--- config.mk ---
export PLATFORM = sky130hd
export DESIGN_NAME = nibble_serial_adder_flat
export DESIGN_NICKNAME = d
export VERILOG_FILES = /design/src/rtl/nibble_serial_adder_pkg.sv /design/src/rtl/nibble_serial_adder_if.sv /design/src/rtl/nibble_serial_adder_cla4_slice.sv /design/src/rtl/nibble_serial_adder.sv /design/src/flat_wrapper.sv
export SDC_FILE = /design/constraint.sdc
export NUM_CORES = 1
export LEC_CHECK = 0
export ABC_AREA = 1
export CAP_MARGIN = 15
export CORE_AREA = 2 2 114 72
export CTS_CLUSTER_DIAMETER = 50
export CTS_CLUSTER_SIZE = 20
export DETAILED_ROUTE_END_ITERATION = 12
export DIE_AREA = 0 0 116 74
export PLACE_DENSITY = 0.61
export SETUP_SLACK_MARGIN = 0.2
export SLEW_MARGIN = 20
export SYNTH_ARGS = -nofsm -noshare
export SYNTH_HDL_FRONTEND = slang
export SYNTH_SLANG_ARGS = --single-unit
--- constraint.sdc ---
create_clock -name clk -period 2.36 [get_ports clk]
set_clock_uncertainty 0.15 [all_clocks]
set_input_delay 0.472 -clock clk [delete_from_list [all_inputs] [get_ports clk]]
set_output_delay 0.472 -clock clk [all_outputs]
set_load 0.1 [all_outputs]
--- src/rtl/nibble_serial_adder_pkg.sv ---
`default_nettype none
// ============================================================================
// Module   : nibble_serial_adder_pkg
// Brief    : Shared types and constants for the nibble-serial adder.
// Revision : 1.0 - initial release
// ============================================================================
package nibble_serial_adder_pkg;

  // Width of one time-multiplexed adder slice.
  localparam int SLICE_W = 4;

  // Sequencer states.
  typedef enum logic [1:0] {
    IDLE = 2'd0,
    RUN  = 2'd1,
    DONE = 2'd2
  } state_t;

endpackage : nibble_serial_adder_pkg
`default_nettype wire

--- src/rtl/nibble_serial_adder_if.sv ---
`default_nettype none
// ============================================================================
// Module   : nibble_serial_adder_if
// Brief    : Operand / result handshake bundle for the nibble-serial adder.
// Revision : 1.0 - initial release
// ============================================================================
interface nibble_serial_adder_if #(
  parameter int WIDTH = 16
);

  logic             start_valid;
  logic             start_ready;
  logic [WIDTH-1:0] a;
  logic [WIDTH-1:0] b;
  logic             cin;
  logic             result_valid;
  logic             result_ready;
  logic [WIDTH-1:0] sum;
  logic             cout;
  logic             ovf;
  logic             busy;

  // Requester side: presents operands, consumes results.
  modport master (
    output start_valid, a, b, cin, result_ready,
    input  start_ready, result_valid, sum, cout, ovf, busy
  );

  // Adder side.
  modport slave (
    input  start_valid, a, b, cin, result_ready,
    output start_ready, result_valid, sum, cout, ovf, busy
  );

endinterface : nibble_serial_adder_if
`default_nettype wire

--- src/rtl/nibble_serial_adder_cla4_slice.sv ---
`default_nettype none
// ============================================================================
// Module   : cla4_slice
// Brief    : 4-bit carry-lookahead adder slice; also exposes the carry into
//            bit 3 so the caller can derive two's-complement overflow.
// Revision : 1.0 - initial release
// ============================================================================
module cla4_slice (
  input  wire logic [3:0] a,
  input  wire logic [3:0] b,
  input  wire logic       ci,
  output logic      [3:0] s,
  output logic            co,
  output logic            c3
);

  logic [3:0] w_g;
  logic [3:0] w_p;
  logic       w_c1;
  logic       w_c2;
  logic       w_c3;
  logic       w_c4;

  assign w_g = a & b;
  assign w_p = a ^ b;

  // Flat lookahead equations: every carry is two logic levels from the inputs.
  assign w_c1 = w_g[0] | (w_p[0] & ci);
  assign w_c2 = w_g[1] | (w_p[1] & w_g[0]) | (w_p[1] & w_p[0] & ci);
  assign w_c3 = w_g[2] | (w_p[2] & w_g[1]) | (w_p[2] & w_p[1] & w_g[0])
              | (w_p[2] & w_p[1] & w_p[0] & ci);
  assign w_c4 = w_g[3] | (w_p[3] & w_g[2]) | (w_p[3] & w_p[2] & w_g[1])
              | (w_p[3] & w_p[2] & w_p[1] & w_g[0])
              | (w_p[3] & w_p[2] & w_p[1] & w_p[0] & ci);

  assign s  = w_p ^ {w_c3, w_c2, w_c1, ci};
  assign co = w_c4;
  assign c3 = w_c3;

endmodule : cla4_slice
`default_nettype wire

--- src/rtl/nibble_serial_adder.sv ---
`default_nettype none
// ============================================================================
// Module   : nibble_serial_adder
// Brief    : WIDTH-bit adder that processes one 4-bit slice per clock through
//            a single shared lookahead slice, with valid/ready handshakes.
// Revision : 1.0 - initial release
// ============================================================================
module nibble_serial_adder
  import nibble_serial_adder_pkg::*;
#(
  parameter int WIDTH = 16
) (
  input  wire logic             clk,
  input  wire logic             rst_n,
  nibble_serial_adder_if.slave  bus
);

  localparam int             NIB    = WIDTH / SLICE_W;
  localparam int             KW     = $clog2(NIB) + 1;
  localparam logic [KW-1:0]  LAST_K = KW'(NIB - 1);

  state_t              state_q;
  logic [KW-1:0]       k_q;
  logic                carry_q;
  logic [WIDTH-1:0]    a_q;
  logic [WIDTH-1:0]    b_q;
  logic [WIDTH-1:0]    sum_q;
  logic                cout_q;
  logic                ovf_q;

  logic [SLICE_W-1:0]  w_sa;
  logic [SLICE_W-1:0]  w_sb;
  logic [SLICE_W-1:0]  w_s;
  logic                w_co;
  logic                w_c3;

  // Select the operand slices addressed by the current nibble index.
  always_comb begin
    w_sa = '0;
    w_sb = '0;
    for (int i = 0; i < NIB; i++) begin
      if (k_q == KW'(i)) begin
        w_sa = a_q[i*SLICE_W +: SLICE_W];
        w_sb = b_q[i*SLICE_W +: SLICE_W];
      end
    end
  end

  cla4_slice u_slice (
    .a  (w_sa),
    .b  (w_sb),
    .ci (carry_q),
    .s  (w_s),
    .co (w_co),
    .c3 (w_c3)
  );

  // Sequencer: capture operands, add one slice per edge, hold result until taken.
  always_ff @(posedge clk or negedge rst_n) begin
    if (!rst_n) begin
      state_q <= IDLE;
      k_q     <= '0;
      carry_q <= 1'b0;
      a_q     <= '0;
      b_q     <= '0;
      sum_q   <= '0;
      cout_q  <= 1'b0;
      ovf_q   <= 1'b0;
    end else begin
      case (state_q)
        IDLE: begin
          if (bus.start_valid) begin
            a_q     <= bus.a;
            b_q     <= bus.b;
            carry_q <= bus.cin;
            k_q     <= '0;
            state_q <= RUN;
          end
        end
        RUN: begin
          for (int i = 0; i < NIB; i++) begin
            if (k_q == KW'(i)) begin
              sum_q[i*SLICE_W +: SLICE_W] <= w_s;
            end
          end
          carry_q <= w_co;
          k_q     <= k_q + 1'b1;
          if (k_q == LAST_K) begin
            // Overflow: carry into the sign bit differs from carry out of it.
            cout_q  <= w_co;
            ovf_q   <= w_c3 ^ w_co;
            state_q <= DONE;
          end
        end
        DONE: begin
          if (bus.result_ready) begin
            state_q <= IDLE;
          end
        end
        default: begin
          state_q <= IDLE;
        end
      endcase
    end
  end

  // Handshake flags decode straight from the state register.
  assign bus.start_ready  = (state_q == IDLE);
  assign bus.busy         = (state_q != IDLE);
  assign bus.result_valid = (state_q == DONE);
  assign bus.sum          = sum_q;
  assign bus.cout         = cout_q;
  assign bus.ovf          = ovf_q;

endmodule : nibble_serial_adder
`default_nettype wire
--- src/flat_wrapper.sv ---
// flat-port wrapper written by rule: the top's interface ports become plain ports
module nibble_serial_adder_flat import nibble_serial_adder_pkg::*;
#(
  parameter int WIDTH = 16
)
  (clk, rst_n, bus_start_valid, bus_a, bus_b, bus_cin, bus_result_ready, bus_start_ready, bus_result_valid, bus_sum, bus_cout, bus_ovf, bus_busy);
  nibble_serial_adder_if #(.WIDTH(WIDTH)) bus_i ();
  input  wire logic clk;
  input  wire logic rst_n;
  input wire logic [$bits(bus_i.start_valid)-1:0] bus_start_valid;
  input wire logic [$bits(bus_i.a)-1:0] bus_a;
  input wire logic [$bits(bus_i.b)-1:0] bus_b;
  input wire logic [$bits(bus_i.cin)-1:0] bus_cin;
  input wire logic [$bits(bus_i.result_ready)-1:0] bus_result_ready;
  output wire logic [$bits(bus_i.start_ready)-1:0] bus_start_ready;
  output wire logic [$bits(bus_i.result_valid)-1:0] bus_result_valid;
  output wire logic [$bits(bus_i.sum)-1:0] bus_sum;
  output wire logic [$bits(bus_i.cout)-1:0] bus_cout;
  output wire logic [$bits(bus_i.ovf)-1:0] bus_ovf;
  output wire logic [$bits(bus_i.busy)-1:0] bus_busy;
  assign bus_i.start_valid = bus_start_valid;
  assign bus_i.a = bus_a;
  assign bus_i.b = bus_b;
  assign bus_i.cin = bus_cin;
  assign bus_i.result_ready = bus_result_ready;
  assign bus_start_ready = bus_i.start_ready;
  assign bus_result_valid = bus_i.result_valid;
  assign bus_sum = bus_i.sum;
  assign bus_cout = bus_i.cout;
  assign bus_ovf = bus_i.ovf;
  assign bus_busy = bus_i.busy;
  nibble_serial_adder #(.WIDTH(WIDTH)) u_core (.clk(clk), .rst_n(rst_n), .bus(bus_i));
endmodule
==> out/qor.csv <==
stage,metric,value,unit
finish,syn_to_final_growth,48.7,%
critical_path,critical_path_buf_inv_count,2,
floorplanning,initial_core_util,36.7,%
global_route,grt_remaining_overflow,0,
critical_path,worstPathCellList,inv_4 -> ha_4 -> nand2_4 -> o22ai_2 -> a21oi_2 -> nor2_2 -> ha_4 -> inv_1 -> nand2_2 -> a21o_1 -> nand3_1 -> nand2_1,
hold_path,min_path_type,input port to asynchronous set/reset pin,
critical_path,rrSetupSlack,0.02,ns
yosys,syn_avg_cell_area,8.11,um^2
clocking,htreeDepth,2,
critical_path,cpMostUsedCell,ha_4,
yosys,synth_top_family_by_area,simple AND/OR/NAND/NOR gates,
finish,n_antenna_cell,0,
finish,final_common_cell,nand2_1,
sta,setup_tns,0,ns
global_route,grt_pass1_wl,11600,um
detailed_routing,drc,0,
critical_path,slowest_delay,0.46,ns
detailed_routing,vias_per_cell,4.61,
global_route,met3_usage,3.83,%
run,maxCapViolCount,0,
yosys,synth_top_area_share,50.5,%
global_route,top_usage_layer,met1,
yosys,syn_inst,342,
global_route,grtUsageMet1,26.2,%
sta,slew_violations,0,
global_route,grt_max_degree,37,
finish,layout.nets,473,
critical_path,r2r_end,u_core.bus.sum[10]$_DFFE_PN0P_,
sta,setup_violations,0,
sta,finalCritPeriodShare,99.3,%
yosys,synth_seq_cells,56,
yosys,syn_area,0.00278,mm^2
sta,hold_viol_final,0,
floorplanning,die_x,116,um
global_route,antenna_found_initial,0,
critical_path,cp_top_family,simple AND/OR/NAND/NOR gates,
placement,routabilityCongestion,0.896,
global_route,grt_pass1_vias,2398,
yosys,synth_nets,389,
placement,numPortBuffers,57,
yosys,ys_types,25,
yosys,async_flop_share,100,%
floorplanning,pin_count,58,
sta,worst_pin_slew,0.551,ns
placement,place_hpwl,4960,um
floorplanning,rows,25,
yosys,synthFlopType,dfrtp_1,
clocking,numClockSinks,56,
detailed_routing,vias,2466,
finish,final_cell_mix,"nand2_1, dfrtp_1, buf_4",
detailed_routing,antenna_left,0,
clocking,clkLatencyLatePin,0.29,ns
critical_path,worstPathArrival,2.38,ns
detailed_routing,wl,7170,um
critical_path,slowest_stage,dfrtp_2,
critical_path,rr_startpoint,u_core.k_q[1]$_DFFE_PN0P_,
critical_path,worst-r2r-cell-count,12,
yosys,synth_compound_area_share,7.21,%
yosys,synth.mux.area_fraction,0,%
detailed_routing,wl_per_cell,13.4,um
critical_path,critPathKind,flop to flop,
global_route,track_usage,17.6,%
floorplanning,core-area,0.00757,mm^2
clocking,clockBufferDepth,2,
clocking,tritoncts,done,
clocking,cts_made_buffers,5,
yosys,synthSimpleGateAreaFrac,31.2,%
detailed_routing,drt_pre_antenna_iters,4,
finish,drive_gt1_share,33.7,%
clocking,cts_root_buf,clkbuf_16,
yosys,synthTopCellsByArea,"dfrtp_1, nand2_1, ha_1, o21ai_0, nand3_1",
yosys,synth_top_cell_by_area,dfrtp_1,
critical_path,critPathRequiredTime,2.39,ns
global_route,use_met2,24.9,%
clocking,clk_pin_slew,0.07,ns
sta,rsz0062_at_grt,true,
critical_path,cp-start-kind,flop,
sta,slew-limit-headroom,63.3,%
yosys,synth-edff-count,0,
sta,fmax,0.427,GHz
floorplanning,fp.dieArea,0.00858,mm^2
yosys,synth-xor-area-share,0.316,%
detailed_routing,drt_iter0_markers,145,
yosys,yosysWarnings,0,
yosys,ys_seq_area_share,50.5,%
sta,period_needed,2.34,ns
run_status,status,"finished, final reports clean",
critical_path,cp-end-kind,flop,
floorplanning,die_y,74,um
yosys,synth_adder_area_share,4.78,%
critical_path,path_max_fanout,4,
cell families (layout without fill, tap and decap cells):
| family | after synthesis | count (layout) |
|---|---|---|
| and+or+nand+nor | 206 | 207 |
| DFF | 56 | 56 |
| AOI/OAI and AO/OA | 36 | 36 |
| buffers and inverters | 33 | 117 |
| adders and majority gates | 10 | 10 |
| xor gates and xnor gates | 1 | 1 |
metal layers:
layer | wire (um) | share of wire, % | up-vias
met3 | 388 | 5.4 | 15
met5 | 0 | 0 | -
met2 | 2920 | 41 | 71
met4 | 176 | 2.5 | 0
met1 | 3690 | 51 | 1134
li1 | - | - | 1246
area by class of cell:
type | instances | area (um^2)
Fill cell | 703 | 3440
Multi-Input combinational cell | 254 | 1560
Sequential cell | 56 | 1400
Timing Repair Buffer | 83 | 757
Clock buffer | 8 | 146
Tap cell | 108 | 135
Inverter | 26 | 130
flip-flops by register name (all words and copies together), names as in the netlist:
register         flops
u_core.a_q          16
u_core.b_q          16
u_core.bus.cout      1
u_core.bus.ovf       1
u_core.bus.sum      16
u_core.carry_q       1
u_core.k_q           3
u_core.state_q       2
what timing repair did:
| item | CTS | global route |
|---|---|---|
| setup buffers | 6 | 2 |
| gates cloned | 0 | 1 |
| resized for setup | 53 | 43 |
| hold buffers | 0 | 0 |
| pin swaps | 28 | 11 |
| endpoints found under the setup margin | 19 | 19 |
cells in the mapped netlist (4+ instances only):
library cell and n:
nand2_1 166, dfrtp_1 56, inv_1 16, nor2_1 15, o21ai_0 15, nand3_1 14, ha_1 9, inv_2 8
o21ai_1 8, a21oi_1 4, buf_4 4, nor2_4 4, o22ai_1 4
how the worst max path moves through the flow:
stage / depth (start not counted) / slack [ns] / start / end
after floorplan: 15 / 0.13 / u_core.k_q[1]$_DFFE_PN0P_ / u_core.bus.ovf$_DFFE_PN0P_
after global placement: 13 / -0.06 / u_core.k_q[0]$_DFFE_PN0P_ / u_core.bus.sum[3]$_DFFE_PN0P_
after detailed placement: 14 / -0.18 / u_core.k_q[1]$_DFFE_PN0P_ / u_core.bus.sum[11]$_DFFE_PN0P_
after CTS: 15 / 0.02 / u_core.k_q[1]$_DFFE_PN0P_ / u_core.bus.ovf$_DFFE_PN0P_
after global routing: 14 / -0.11 / u_core.k_q[1]$_DFFE_PN0P_ / u_core.bus.sum[10]$_DFFE_PN0P_
final: 12 / 0.02 / u_core.k_q[1]$_DFFE_PN0P_ / u_core.bus.sum[10]$_DFFE_PN0P_
worst register-to-register path: stages (launching register included):
cell	delay (ns)
dfrtp_2	0.46
inv_4	0.11
ha_4	0.18
nand2_4	0.10
o22ai_2	0.18
a21oi_2	0.08
nor2_2	0.18
ha_4	0.24
inv_1	0.07
nand2_2	0.09
a21o_1	0.24
nand3_1	0.10
nand2_1	0.06
stage by stage:
stage / hold WS [ns] / cells / utilization [%] / cell area [um^2] / worst slack [ns]
final: 0.00894 / 535 / 54.5 / 4130 / 0.0170
after global routing: 0.0703 / 535 / 54.5 / 4130 / -0.106
after CTS: 0.0279 / 532 / 52.0 / 3940 / 0.0212
after detailed placement: 0.317 / 518 / 47.2 / 3570 / -0.181
after global placement: 0.315 / 518 / 47.2 / 3570 / -0.0602
after floorplan: 0.0264 / 342 / - / 2820 / 0.134
Power is left out: the tool's default activity adds up to more than one toggle a clock period on the data nets, which glitch-free logic cannot reach.
